===== config.mk =====
export PLATFORM = sky130hd
export DESIGN_NAME = mult_div_unit_flat
export DESIGN_NICKNAME = d
export VERILOG_FILES = /design/src/rtl/mult_div_unit_if.sv /design/src/rtl/mult_div_unit.sv /design/src/flat_wrapper.sv
export SDC_FILE = /design/constraint.sdc
export NUM_CORES = 1
export LEC_CHECK = 0
export CAP_MARGIN = 10
export CORE_MARGIN = 4
export CORE_UTILIZATION = 59
export DETAILED_ROUTE_END_ITERATION = 8
export HOLD_SLACK_MARGIN = 0.15
export PLACE_DENSITY = 0.82
export SLEW_MARGIN = 20
export SYNTH_ARGS = -nofsm -noshare
export SYNTH_HDL_FRONTEND = slang
export SYNTH_SLANG_ARGS = --single-unit

===== constraint.sdc =====
create_clock -name clk -period 3.65 [get_ports clk]
set_input_delay 0.73 -clock clk [delete_from_list [all_inputs] [get_ports clk]]
set_output_delay 0.73 -clock clk [all_outputs]
set_load 0.01 [all_outputs]

===== src/rtl/mult_div_unit_if.sv =====
// Request/response bundle between the pipeline and the HI/LO multiply-divide unit.
interface mult_div_unit_if;
  logic        start;
  logic [5:0]  operation;
  logic [31:0] a;
  logic [31:0] b;
  logic        cancel;
  logic        busy;
  logic        done;
  logic        divByZero;
  logic [31:0] hi;
  logic [31:0] lo;
  logic [31:0] Result;

  modport master (output start, operation, a, b, cancel,
                  input  busy, done, divByZero, hi, lo, Result);
  modport slave  (input  start, operation, a, b, cancel,
                  output busy, done, divByZero, hi, lo, Result);
endinterface


===== src/rtl/mult_div_unit.sv =====
// Iterative 32-bit multiply/divide unit owning the HI/LO registers.
// state | meaning
// IDLE  | waiting for start; MTHI/MTLO write here
// CALC  | 32 shift-add or shift-subtract iterations
// FINAL | sign correction, HI/LO write, done pulse
module mult_div_unit (
  input logic          clk,
  input logic          reset_n,
  mult_div_unit_if.slave bus
);
  localparam logic [5:0] OP_MULT  = 6'b011000;
  localparam logic [5:0] OP_MULTU = 6'b011001;
  localparam logic [5:0] OP_DIV   = 6'b011010;
  localparam logic [5:0] OP_DIVU  = 6'b011011;
  localparam logic [5:0] OP_MFHI  = 6'b010000;
  localparam logic [5:0] OP_MTHI  = 6'b010001;
  localparam logic [5:0] OP_MFLO  = 6'b010010;
  localparam logic [5:0] OP_MTLO  = 6'b010011;

  typedef enum logic [1:0] {IDLE, CALC, FINAL} state_t;

  state_t      state;
  logic [5:0]  cnt;
  logic [63:0] acc;
  logic [31:0] opa, opb;
  logic        is_div, neg_q, neg_r, by_zero;
  logic        busy_q, done_q, dbz_q;
  logic [31:0] hi_q, lo_q;

  logic        is_md, op_signed, op_div;
  logic [31:0] mag_a, mag_b;
  logic [32:0] msum, shifted, diff;
  logic [63:0] mul_next, div_next, prod_fix;
  logic [31:0] quo_fix, rem_fix, a_raw;

  assign is_md     = (bus.operation[5:2] == 4'b0110);
  assign op_signed = ~bus.operation[0];
  assign op_div    = bus.operation[1];
  assign mag_a     = (op_signed && bus.a[31]) ? -bus.a : bus.a;
  assign mag_b     = (op_signed && bus.b[31]) ? -bus.b : bus.b;

  // acc = {partial product, remaining multiplier} or {remainder, quotient/dividend}
  assign msum     = {1'b0, acc[63:32]} + (acc[0] ? {1'b0, opa} : 33'd0);
  assign mul_next = {msum, acc[31:1]};
  assign shifted  = {acc[63:32], acc[31]};
  assign diff     = shifted - {1'b0, opb};
  assign div_next = diff[32] ? {shifted[31:0], acc[30:0], 1'b0}
                             : {diff[31:0],    acc[30:0], 1'b1};

  assign prod_fix = neg_q ? -acc : acc;
  assign quo_fix  = neg_q ? -acc[31:0] : acc[31:0];
  assign rem_fix  = neg_r ? -acc[63:32] : acc[63:32];
  assign a_raw    = neg_r ? -opa : opa;

  always_ff @(posedge clk or negedge reset_n) begin
    if (!reset_n) begin
      state   <= IDLE;
      cnt     <= '0;
      acc     <= '0;
      opa     <= '0;
      opb     <= '0;
      is_div  <= 1'b0;
      neg_q   <= 1'b0;
      neg_r   <= 1'b0;
      by_zero <= 1'b0;
      busy_q  <= 1'b0;
      done_q  <= 1'b0;
      dbz_q   <= 1'b0;
      hi_q    <= '0;
      lo_q    <= '0;
    end else begin
      done_q <= 1'b0;
      dbz_q  <= 1'b0;
      case (state)
        IDLE: begin
          if (bus.start && !bus.cancel) begin
            if (is_md) begin
              opa     <= mag_a;
              opb     <= mag_b;
              acc     <= op_div ? {32'd0, mag_a} : {32'd0, mag_b};
              cnt     <= '0;
              is_div  <= op_div;
              neg_q   <= op_signed & (bus.a[31] ^ bus.b[31]);
              neg_r   <= op_signed & bus.a[31];
              by_zero <= op_div & (bus.b == 32'd0);
              busy_q  <= 1'b1;
              state   <= CALC;
            end else if (bus.operation == OP_MTHI) begin
              hi_q <= bus.a;
            end else if (bus.operation == OP_MTLO) begin
              lo_q <= bus.a;
            end
          end
        end
        CALC: begin
          if (bus.cancel) begin
            busy_q <= 1'b0;
            state  <= IDLE;
          end else begin
            acc <= is_div ? div_next : mul_next;
            cnt <= cnt + 6'd1;
            if (cnt == 6'd31) state <= FINAL;
          end
        end
        FINAL: begin
          if (!bus.cancel) begin
            if (!is_div) begin
              hi_q <= prod_fix[63:32];
              lo_q <= prod_fix[31:0];
            end else if (by_zero) begin
              hi_q <= a_raw;
              lo_q <= 32'hFFFF_FFFF;
            end else begin
              hi_q <= rem_fix;
              lo_q <= quo_fix;
            end
            done_q <= 1'b1;
            dbz_q  <= by_zero;
          end
          busy_q <= 1'b0;
          state  <= IDLE;
        end
        default: state <= IDLE;
      endcase
    end
  end

  always_comb begin
    bus.Result = 32'd0;
    if (bus.operation == OP_MFHI) bus.Result = hi_q;
    else if (bus.operation == OP_MFLO) bus.Result = lo_q;
  end

  assign bus.busy      = busy_q;
  assign bus.done      = done_q;
  assign bus.divByZero = dbz_q;
  assign bus.hi        = hi_q;
  assign bus.lo        = lo_q;

endmodule


===== src/flat_wrapper.sv =====
// flat-port wrapper written by rule: the top's interface ports become plain ports
module mult_div_unit_flat 
  (clk, reset_n, bus_start, bus_operation, bus_a, bus_b, bus_cancel, bus_busy, bus_done, bus_divByZero, bus_hi, bus_lo, bus_Result);
  mult_div_unit_if bus_i ();
  input logic clk;
  input logic reset_n;
  input wire logic [$bits(bus_i.start)-1:0] bus_start;
  input wire logic [$bits(bus_i.operation)-1:0] bus_operation;
  input wire logic [$bits(bus_i.a)-1:0] bus_a;
  input wire logic [$bits(bus_i.b)-1:0] bus_b;
  input wire logic [$bits(bus_i.cancel)-1:0] bus_cancel;
  output wire logic [$bits(bus_i.busy)-1:0] bus_busy;
  output wire logic [$bits(bus_i.done)-1:0] bus_done;
  output wire logic [$bits(bus_i.divByZero)-1:0] bus_divByZero;
  output wire logic [$bits(bus_i.hi)-1:0] bus_hi;
  output wire logic [$bits(bus_i.lo)-1:0] bus_lo;
  output wire logic [$bits(bus_i.Result)-1:0] bus_Result;
  assign bus_i.start = bus_start;
  assign bus_i.operation = bus_operation;
  assign bus_i.a = bus_a;
  assign bus_i.b = bus_b;
  assign bus_i.cancel = bus_cancel;
  assign bus_busy = bus_i.busy;
  assign bus_done = bus_i.done;
  assign bus_divByZero = bus_i.divByZero;
  assign bus_hi = bus_i.hi;
  assign bus_lo = bus_i.lo;
  assign bus_Result = bus_i.Result;
  mult_div_unit u_core (.clk(clk), .reset_n(reset_n), .bus(bus_i));
endmodule

# [Word level (Yosys, flattened, before mapping)]
# Index checks and enable logic that the tools add are counted.
[totals] ff_bits=207 inputBits=74 out_inout_bits=99 elab_cells=109
[op_classes] n_addsub=9 n_eq_ne=18 mux=48 n_bitwise=5 reduce_logical=15
[op_table] cell="$mux 32" n=22
[op_table] cell="$mux 64" n=6
[op_table] cell="$neg 32->32" n=5
[op_table] cell="$pmux 32 s2" n=2
[op_table] cell="$pmux 64 s2" n=1
[op_table] cell="$neg 64->64" n=1
[op_table] cell="$add 32x33->33" n=1
[op_table] cell="$sub 33x32->33" n=1
[op_table] cell="$logic_not 32->1" n=1
[op_table] cell="$eq 6x5->1 const B" n=5
[op_table] cell="$mux 6" n=3
[op_table] cell="$pmux 6 s2" n=1
[op_table] cell="$ne 2x2->1 const B" n=5
[op_table] cell="$mux 2" n=4
[op_table] cell="$ne 2x1->1 const B" n=4
[op_table] cell="$reduce_and 4->1" n=2
[op_table] cell="$mux 1" n=7
[op_table] cell="$add 6x1->6 const B" n=1
[op_table] cell="$reduce_and 3->1" n=2
[op_table] cell="$reduce_and 6->1" n=1
[op_table] cell="$reduce_and 5->1" n=1
[op_table] cell="$eq 4x3->1 const B" n=1
[op_table] cell="$pmux 2 s2" n=1
[op_table] cell="$reduce_bool 2->1" n=2
[op_table] cell="11 further kinds" n=15

# [Logic depth before layout (Yosys ltp)]
[logic_depth] depth_word=7 depth_mapped=17 mapped_depth_nobuf=15

# [Least setup slack after synthesis]
# No wires, ideal clock.
[synth_timing] path_kind="reg-to-reg" startpoint="register u_core.acc[31]" endpoint="register u_core.acc[32]" t_arrival_ns=3.213 slack_ns=0.297 stages_incl_launch_ff=16 period_less_slack_ns=3.353 cell_sequence="dfrtp_1 inv_1 ha_1 fa_1 nand2b_1 a21oi_1 o21ai_0 o21ai_1 a31oi_1 o21ai_0 xor2_1 buf_2 buf_2 nand2_1 o211ai_1 o221ai_1"
[synth_via] elab_chain_cells=5
[synth_lines] item="start, declared" line_no="mult_div_unit.sv:24" text="logic [63:0] acc;"
[synth_lines] item="start signal, assigned" line_no="mult_div_unit.sv:80" text="acc <= op_div ? {32'd0, mag_a} : {32'd0, mag_b};"
[synth_lines] item="start signal, assigned" line_no="mult_div_unit.sv:100" text="acc <= is_div ? div_next : mul_next;"
[synth_lines] item="$sub 33x32->33" line_no="mult_div_unit.sv:46" text="assign diff = shifted - {1'b0, opb};"
[synth_lines] item="$mux 64 *" line_no="mult_div_unit.sv:47" text="assign div_next = diff[32] ? {shifted[31:0], acc[30:0], 1'b0}"
[synth_lines] item="$mux 64 *" line_no="mult_div_unit.sv:100"
[synth_lines] item="$mux 64 *" line_no="mult_div_unit.sv:96" text="if (bus.cancel) begin"
[synth_lines] item="$pmux 64 s2 *" line_no="mult_div_unit.sv:74" text="case (state)"
# Mark *: on every way between the ends. The rest lies on a longest branch, timed or not. The select of a mux whose other input is x is not followed.
# A chain may end at the register's enable or synchronous reset.

# [Final worst setup path]
[layout_timing] startpoint="register u_core.acc[0]" endpoint="register u_core.acc[61]"
[layout_via] elab_chain_cells=5
[layout_lines] item="$mux 32" line_no="mult_div_unit.sv:43" text="assign msum = {1'b0, acc[63:32]} + (acc[0] ? {1'b0, opa} : 33'd0);"
[layout_lines] item="$add 32x33->33" line_no="mult_div_unit.sv:43"
[layout_lines] item="$mux 64" line_no="mult_div_unit.sv:100"
[layout_lines] item="$mux 64" line_no="mult_div_unit.sv:96"
[layout_lines] item="$pmux 64 s2" line_no="mult_div_unit.sv:74"
# Every way passes these cells. The select of a mux whose other input is x is not followed.

==> results.ini <==
[sta]
post-route-period-util_pct = 97.0
fin_skew_ns = 0.0108
setup_viol = 0
fin_crit_ns = 3.54
hold_viol_final = 0
layout_setup_ws_ns = 0.110
clock.fmax_ghz = 0.283
tightest_slew_ns = 1.01
final-max-slew-violation-count = 0
slew_headroom_pct = 32.4

[clock_network]
clkSinkCount = 207
numCtsBuffers = 25
worstSkewPairLatency_ns = 0.54
cts_tree = done
cts-root-buf = clkbuf_16
ctsLongestPathBuffers = 3
cts-hold-fix-buffers = 0
clk_pin_slew_ns = 0.06
h-tree-depth = 1

[hold_path]
min_path_type = input pin to async pin

[power_and_ir_drop]
power_leakage_nw = 9.45
p_per_area_mw_per_mm2 = 558
ir_worst_vdd_mv = 0.478

[setup_path]
cp-start-kind = flop
worstSetupPathType = flop to flop
crit_path_top_delay_cell = dfrtp_1
cp_max_fo = 4
worst_ep_arrival_time_ns = 3.94
critPathTopFamily = compound AO/OA/AOI/OAI gates
crit_path_frequent_cell = inv_1
cpPeakStageDelay_ns = 0.45
crit_path_cell_trace = inv_1, nor2_1, ha_1, inv_1, fa_1, nand2b_1, a21oi_2, o21ai_1, a21o_1, o31a_1, o211ai_1, a31oi_1, xnor2_1, a22oi_1, o21ai_0
end_kind = flop
path_buf_inv = 2
cp.required_ns = 4.05

[routing]
vias = 19000
drt_pass1_iterations = 6
antenna_left = 0
wire_per_inst_um = 23.2
drc = 0
wl_mm = 67.5
initialDrtViolationCount = 2411
via_per_inst = 6.53
dr_wl_met3_mm = 6.16
wl_met2_mm = 30.5
wl_met1_mm = 26.7
routed.top_layer = met4

[synth]
synth-async-reset-ratio_pct = 100
synth_ff_type = dfrtp_1
synth_cell_types = 74
synth_edf_count = 0
syn_inst = 2278
ys.warnings.count = 0
synth.avg_cell_area_um2 = 7.84
synthesis.nets = 2428
synth_seq_cells = 207
syn_area_mm2 = 0.0179
ys_seq_area_share_pct = 29.0

[layout]
synthToLayoutAreaGrowth_pct = 22.3
regArea_mm2 = 0.00518
layout.nets = 2654
nFillCells = 2345
antenna_cells = 0
multi_input_area_mm2 = 0.0119
post-route-util_pct = 73.5
final_layout_size_suffix_gt1_share_pct = 11.3

[place]
portBuffers = 172
gp_congestion = 1.04
dp_slack_ns = -0.0678
hpwlAfterDp_mm = 51.7

[floorplan]
fp-row-count = 63
dieArea_mm2 = 0.0331
die_y_um = 182
die_w_um = 182
coreArea_mm2 = 0.0297
ios = 173
initial_utilization_pct = 60.1

[flow_run]
maxCapViolCount = 0

[grt]
grt_pass1_vias = 18000
grt_use_total_pct = 39.2
grt_pass1_wl_mm = 104
antenna_found_initial = 0
grt_max_degree = 132
overflow = 0

[outcome]
status = complete, no violations

[sequential cells by signal (all words and copies together), names as in the netlist, 2 cells and up]
name           count
u_core.acc        64
u_core.bus.hi     32
u_core.bus.lo     32
u_core.cnt         6
u_core.opa        32
u_core.opb        32
u_core.state       2
[metrics by stage]
| stage | power [W] | hold slack [ns] | instances | cell area [um^2] | setup TNS [ns] |
|---|---|---|---|---|---|
| final | 0.0122 | 0.245 | 2911 | 21800 | 0 |
| after floorplan | 0.00719 | 0.434 | 2278 | 17900 | 0 |
| after global placement | 0.00920 | 0.469 | 2866 | 20900 | -0.0841 |
| after detailed placement | 0.00934 | 0.481 | 2866 | 20900 | -0.280 |
| after CTS | 0.0120 | 0.286 | 2910 | 21800 | 0 |
| after global routing | 0.0128 | 0.306 | 2911 | 21800 | -0.0817 |
[synthesized netlist by cell type (10+ instances only)]
master / instances / area [um^2]
o31ai_1: 41 / 308
or4_1: 21 / 158
nand2_1: 233 / 875
nor3b_1: 28 / 210
a211oi_1: 24 / 180
nand2b_1: 26 / 163
o211ai_1: 19 / 143
a22oi_1: 16 / 120
and2_1: 36 / 225
inv_1: 74 / 278
nand4_1: 10 / 62.6
buf_1: 12 / 45.0
mux2i_1: 74 / 741
a21o_1: 33 / 248
or3_1: 32 / 200
o221ai_1: 15 / 131
ha_1: 74 / 926
a21oi_1: 193 / 966
nand3_1: 20 / 100
dfrtp_1: 207 / 5180
a31oi_1: 19 / 119
xnor2_1: 149 / 1310
o21ai_0: 239 / 1200
o22ai_1: 33 / 206
clkbuf_1: 134 / 503
nor2b_1: 13 / 81.3
o41ai_1: 13 / 114
mux2_2: 28 / 315
nor3_1: 22 / 110
nor4_1: 15 / 93.8
nor2_1: 226 / 848
xor2_1: 89 / 780
[worst reg2reg max path, stage by stage (launching register included)]
cell and delay (ns):
dfrtp_1 0.45, inv_1 0.12, nor2_1 0.12, ha_1 0.23, inv_1 0.07, fa_1 0.40
nand2b_1 0.21, a21oi_2 0.20, o21ai_1 0.15, a21o_1 0.26, o31a_1 0.34, o211ai_1 0.29
a31oi_1 0.16, xnor2_1 0.14, a22oi_1 0.15, o21ai_0 0.13
[layout by cell type, fill, tap and decap left out, types with 28 or more instances in the layout]
cell type,count
o21ai_0,236
nand2_1,232
or3_1,32
a21oi_1,192
dfrtp_1,206
xnor2_1,149
a21o_1,33
mux2i_1,74
o31ai_1,40
clkdlybuf4s50_1,170
inv_1,74
and2_1,36
nor2_1,225
xor2_1,88
o22ai_1,33
buf_4,174
mux2_2,28
ha_1,72
[logic make-up after synthesis]
kind of cell               after synthesis  share of synthesized area [%]
DFF                                    207                           29.0
AOI/OAI and AO/OA                      707                           23.8
muxes                                  103                           6.04
adders and majority gates               76                           5.41
buffers and inverters                  227                           4.85
xor gates and xnor gates               238                           11.7
and+or+nand+nor                        720                           19.2
[per-layer routing]
metal | vias to the layer above | GRT usage (%)
li1 | 8558 | -
met1 | 9093 | 52.4
met2 | 1107 | 61.6
met3 | 248 | 6.77
met4 | 0 | 19.5
met5 | - | 0
[report_power, final]
| group | switching (W) | internal [W] | total (W) |
|---|---|---|---|
| clock network | 0.00106 | 0.00161 | 0.00267 |
| logic | 0.00333 | 0.00255 | 0.00588 |
| registers | 0.000819 | 0.00283 | 0.00364 |
[final timing paths]
| check | from | end | slack, ns | cells after the start |
|---|---|---|---|---|
| max reg2reg | u_core.acc[0] | u_core.acc[61] | 0.11 | 15 |
| min | reset_n | u_core.cnt[0] | 0.24 | 1 |
| max | u_core.acc[0] | u_core.acc[61] | 0.11 | 15 |
| min in group clk | u_core.opb[31] | u_core.opb[31] | 0.50 | 2 |
| min reg2reg | u_core.opb[31] | u_core.opb[31] | 0.50 | 2 |
| max in group asynchronous | reset_n | u_core.bus.lo[25] | 2.56 | 2 |
[layout make-up]
type | count | share of cell area (%)
clock buffer | 32 | 3.17
multi-input combinational | 1844 | 54.5
clock inverter | 12 | 0.767
inverter | 76 | 1.31
sequential | 207 | 23.7
tap | 390 | 2.23
timing repair buffer | 350 | 14.3
[timing repair]
action	CTS	global route
resized for setup	2	12
setup buffers	0	1
pin swaps	0	2
setup endpoints to repair	2	16
Power figures use the tool's default switching activity.
